$ cat src/rtl/writeback_unit.sv
// Writeback stage: tracks registers with outstanding writes and merges the ALU
// result path with a FIFO-buffered memory/atomic result path onto two write ports.
module writeback_unit #(
  parameter int MEM_DEPTH = 4
) (
  input  logic        clk,
  input  logic        reset,
  input  logic        issue_valid,
  input  logic [4:0]  issue_rd,
  output logic        issue_ready,
  input  logic [4:0]  rs1,
  input  logic [4:0]  rs2,
  output logic        rs1_pending,
  output logic        rs2_pending,
  input  logic        alu_valid,
  input  logic [4:0]  alu_rd,
  input  logic [31:0] alu_data,
  input  logic        mem_valid,
  input  logic [4:0]  mem_rd,
  input  logic [31:0] mem_data,
  output logic        mem_ready,
  output logic        wb_we,
  output logic [4:0]  wb_rd,
  output logic [31:0] wb_data,
  output logic        awb_we,
  output logic [4:0]  awb_rd,
  output logic [31:0] awb_data
);

  localparam int PTR_W = $clog2(MEM_DEPTH);
  localparam int CNT_W = $clog2(MEM_DEPTH + 1);

  typedef struct packed {
    logic [4:0]  rd;
    logic [31:0] data;
  } wb_entry_t;

  wb_entry_t        fifo_mem [MEM_DEPTH];
  logic [PTR_W-1:0] rd_ptr, wr_ptr;
  logic [CNT_W-1:0] count;
  logic [31:0]      pending, pending_next;

  logic      alu_write, mem_accept, fifo_empty;
  logic      head_valid, collide, pop, push, pop_stored;
  wb_entry_t head;

  assign issue_ready = ~pending[issue_rd];
  assign rs1_pending = pending[rs1];
  assign rs2_pending = pending[rs2];
  assign mem_ready   = (count < CNT_W'(MEM_DEPTH));

  assign alu_write  = alu_valid && (alu_rd != 5'd0);
  assign mem_accept = mem_valid && mem_ready && (mem_rd != 5'd0);
  assign fifo_empty = (count == '0);

  // An empty FIFO lets an incoming result act as the head, giving one-cycle latency.
  assign head       = fifo_empty ? wb_entry_t'{rd: mem_rd, data: mem_data} : fifo_mem[rd_ptr];
  assign head_valid = fifo_empty ? mem_accept : 1'b1;
  assign collide    = alu_write && (head.rd == alu_rd);
  assign pop        = head_valid && !collide;
  assign push       = mem_accept && !(fifo_empty && pop);
  assign pop_stored = pop && !fifo_empty;

  // NOTE: result storage carries no reset; count and pointers alone define validity.
  always_ff @(posedge clk) begin
    if (push) fifo_mem[wr_ptr] <= wb_entry_t'{rd: mem_rd, data: mem_data};
  end

  // NOTE: sequential state uses non-blocking assignments so every flop samples pre-edge values.
  always_ff @(posedge clk or negedge reset) begin
    if (!reset) begin
      count  <= '0;
      rd_ptr <= '0;
      wr_ptr <= '0;
    end else begin
      if (push)       wr_ptr <= wr_ptr + PTR_W'(1);
      if (pop_stored) rd_ptr <= rd_ptr + PTR_W'(1);
      case ({push, pop_stored})
        2'b10:   count <= count + CNT_W'(1);
        2'b01:   count <= count - CNT_W'(1);
        default: ;
      endcase
    end
  end

  // NOTE: defaulting pending_next first keeps this block free of inferred latches.
  always_comb begin
    pending_next = pending;
    if (wb_we)  pending_next[wb_rd]  = 1'b0;
    if (awb_we) pending_next[awb_rd] = 1'b0;
    // A fresh issue outranks a clear of the same register on this edge.
    if (issue_valid && issue_ready && (issue_rd != 5'd0)) pending_next[issue_rd] = 1'b1;
    pending_next[0] = 1'b0;
  end

  always_ff @(posedge clk or negedge reset) begin
    if (!reset) pending <= '0;
    else        pending <= pending_next;
  end

  always_ff @(posedge clk or negedge reset) begin
    if (!reset) begin
      wb_we    <= 1'b0;
      wb_rd    <= '0;
      wb_data  <= '0;
      awb_we   <= 1'b0;
      awb_rd   <= '0;
      awb_data <= '0;
    end else begin
      wb_we  <= alu_write;
      awb_we <= pop;
      if (alu_write) begin
        wb_rd   <= alu_rd;
        wb_data <= alu_data;
      end
      if (pop) begin
        awb_rd   <= head.rd;
        awb_data <= head.data;
      end
    end
  end

endmodule

$ cat config.mk
export PLATFORM = sky130hd
export DESIGN_NAME = writeback_unit
export DESIGN_NICKNAME = d
export VERILOG_FILES = /design/src/rtl/writeback_unit.sv
export SDC_FILE = /design/constraint.sdc
export NUM_CORES = 1
export LEC_CHECK = 0
export ABC_AREA = 1
export BUFFER_PORTS_ARGS = -buffer_cell sky130_fd_sc_hd__buf_2
export CAP_MARGIN = 20
export CORE_MARGIN = 2
export CORE_UTILIZATION = 44
export DETAILED_ROUTE_END_ITERATION = 10
export MAX_ROUTING_LAYER = met4
export PLACE_DENSITY = 0.74
export SLEW_MARGIN = 10
export SYNTH_ARGS = -nofsm -noshare
export SYNTH_HDL_FRONTEND = slang
export SYNTH_SLANG_ARGS = --single-unit
$ cat constraint.sdc
create_clock -name clk -period 5.5 [get_ports clk]
set_clock_uncertainty 0.1 [all_clocks]
set_input_delay 0.275 -clock clk [delete_from_list [all_inputs] [get_ports clk]]
set_output_delay 0.275 -clock clk [all_outputs]
set_load 0.02 [all_outputs]
==> impl_metrics.json <==
{
  "status": "complete, no violations",
  "final_common_cell": "nand2_1",
  "area_growth_pct": 23.22,
  "dr.pass1.iters": 5,
  "period_share_pct": 66.83,
  "irDropWorstVdd_uv": 367.0,
  "cts_buffers": 27,
  "switching_share_pct": 39.24,
  "numPortBuffers": 173,
  "reg2reg_depth": 13,
  "setup_tns_ns": 0,
  "tightest_slew_ns": 1.209,
  "vias": 10160,
  "hold_violations": 0,
  "hold_path_class": "primary input to register",
  "yosysTopAreaCellShare_pct": 36.92,
  "rsz0062_at_grt": "no",
  "drc_errors": 0,
  "r2r_start": "count[0]",
  "htreeDepth": 1,
  "initial_core_util_pct": 44.79,
  "num_rows": 60,
  "cts_tree": "done",
  "clock.fmax_mhz": 272.1,
  "cts_hold_buf": 77,
  "drt_wl_total_um": 31400,
  "min_path_cells": 4,
  "first_iter_violations": 656,
  "numClockSinks": 262,
  "cts_resized": 0,
  "power_density_nw_per_um2": 498.6,
  "gp_congestion": 0.9096,
  "grt_max_degree": 65,
  "synthArstFlopShare_pct": 43.51,
  "coreArea_um2": 26880,
  "min_to": "pending[2]",
  "die_height_um": 169.4,
  "ys_seq_area_share_pct": 60.62,
  "syn_avg_cell_area_um2": 9.405,
  "synth_top_cell_by_area": "edfxtp_1",
  "netlist_instances": 1280,
  "fp.dieW_um": 169.4,
  "cts.path.max_buffers": 3,
  "net-switching-power_mw": 2.902,
  "p_clk_share_pct": 23.6,
  "synth.area.top_cells": "edfxtp_1, dfrtp_1, nand2_1",
  "layout_common_cells": "nand2_1, buf_2, edfxtp_1, o21ai_0, dfrtp_1",
  "synthFlopType": "edfxtp_1",
  "hpwl_um": 19970,
  "avgRoutedWirePerCell_um": 16.74,
  "crit_start": "count[0]",
  "r2r-end": "fifo_mem[2][26]",
  "root_buffer": "clkbuf_16",
  "stdcell_area_um2": 14830,
  "ys_seq_elements": 262,
  "die_area_um2": 28700,
  "ios": 174,
  "post-route-min-period_ns": 3.676,
  "antenna_found_initial": 0,
  "grt_overflow": 0,
  "critPathLaunchType": "register",
  "combPwrFrac_pct": 37.8,
  "postCtsSetupBuffers": 0,
  "track_usage_pct": 21.97,
  "cts.clk_slew.worst_paths_ns": 0.06,
  "cp_max_fo": 36,
  "drive_gt1_share_pct": 16.05,
  "cap_violations": 0,
  "viasPerCell": 5.420,
  "ant_nets": 0,
  "drv_slew": 0,
  "nFillCells": 2263,
  "ff2ff_setup_slack_ns": 1.82,
  "syn_nets": 1380,
  "netlist_area_um2": 12040,
  "fin_nets": 1612,
  "finalSetupViolations": 0,
  "placedCellCount": 1741,
  "cp-end-kind": "register",
  "grt_pass1_vias": 9856,
  "arrival_ns": 3.82,
  "synth_edf_count": 148,
  "p_int_mw": 4.493,
  "yosys_warnings": 0,
  "clk_latency_ns": 0.54,
  "grt_pass1_wl_um": 49710,
  "ys_types": 36,
  "final_cells": 1875,
  "hold_start": "issue_rd[3]",
  "required_ns": 5.64,
  "dpl_cell_area_um2": 13090,
  "critPathKind": "register to register",
  "max_slew_margin_pct": 18.80,
  "leakage_nw": 6.502,
  "pwr-share-seq_pct": 38.6
}
-- stage by stage --
stage / worst slack [ns] / utilization [%] / total power, mW / hold slack, ns
CTS: 1.584 / 54.73 / 7.358 / 0.03845
finish: 1.824 / 55.19 / 7.395 / 0.06116
global placement: 1.693 / 48.71 / 5.490 / 0.2798
global route: 1.488 / 55.18 / 7.878 / 0.06845
detailed placement: 1.586 / 48.71 / 5.558 / 0.2850
floorplan: 1.829 / - / 4.777 / -0.1206
-- synthesized netlist by cell type, types with 2 or more instances --
cell type	count
clkbuf_1	28
nand2_1	421
or2_2	2
buf_6	10
nand3_1	81
o211ai_1	6
xor2_1	2
dfrtp_1	114
ha_1	5
o21ai_0	121
inv_1	99
o22ai_1	12
edfxtp_1	148
buf_2	4
nand4_1	5
nand3_4	2
nor2_1	35
o21ai_1	2
a21oi_1	91
a32o_1	32
nand2_2	3
nor3_1	22
inv_2	7
buf_4	5
buf_1	12
-- per-layer routing --
layer  track usage (%)  vias up  part of all wire, %
met5                 -        -                    0
met4             7.209        0                  2.6
met3             2.449       74                  6.5
met2             37.00      416                   50
met1             27.97     4858                   41
li1                  -     4815                    -
-- worst max path at each step --
| stage | end | slack [ns] | depth (start not counted) |
|---|---|---|---|
| CTS | fifo_mem[3][28] | 1.58 | 12 |
| floorplan | fifo_mem[0][0] | 1.83 | 11 |
| global route | fifo_mem[2][26] | 1.49 | 13 |
| global placement | fifo_mem[3][15] | 1.69 | 12 |
| detailed placement | fifo_mem[3][16] | 1.59 | 12 |
| finish | fifo_mem[2][26] | 1.82 | 13 |
-- cell type report --
class / count / area, µm² / area share (%)
flip-flops and latches: 262 / 7300 / 49.21
multi-input cells: 852 / 4046 / 27.28
repair buffers: 262 / 1807 / 12.18
clock buffers: 33 / 698.2 / 4.707
well taps: 341 / 426.7 / 2.876
inverters: 107 / 404.1 / 2.725
clock inverters: 17 / 148.9 / 1.004
diodes: 1 / 2.502 / 0.01687
-- worst max-delay path: stages (launching register included) --
cell and delay (ns):
dfrtp_1 0.40, inv_2 0.10, nand3_4 0.15, inv_2 0.45, buf_4 0.45, nand2_1 0.09
nand3_1 0.09, nand2_1 0.05, nor2_1 0.18, nand3_4 0.14, nand3_1 0.15, nand2_2 0.20
nor2_4 0.58, buf_16 0.24
-- flip-flops by register name, summed over array words and instances (netlist names), 3 cells and up --
| register | count |
|---|---|
| awb_data | 32 |
| awb_rd | 5 |
| count | 3 |
| fifo_mem | 148 |
| pending | 31 |
| wb_data | 32 |
| wb_rd | 5 |
-- power by group through the flow --
stage / combinational (mW) / clock [mW] / sequential [mW]
2_1_floorplan: 1.77 / 0 / 3.01
3_3_place_gp: 2.63 / 0 / 2.86
3_5_place_dp: 2.68 / 0 / 2.88
4_1_cts: 2.74 / 1.78 / 2.84
5_1_grt: 3.12 / 1.86 / 2.90
6_report: 2.80 / 1.75 / 2.85
-- kinds of logic after synthesis --
group	after synthesis	synth area share, %
adder cells (fa/ha/maj)	6	0.6860
AO/OA/AOI/OAI	268	12.82
flip-flops	262	60.62
XOR/XNOR	3	0.2183
buffers and inverters	166	6.018
AND/OR/NAND/NOR	575	19.64
No activity file was read; power rests on OpenSTA's default activity.
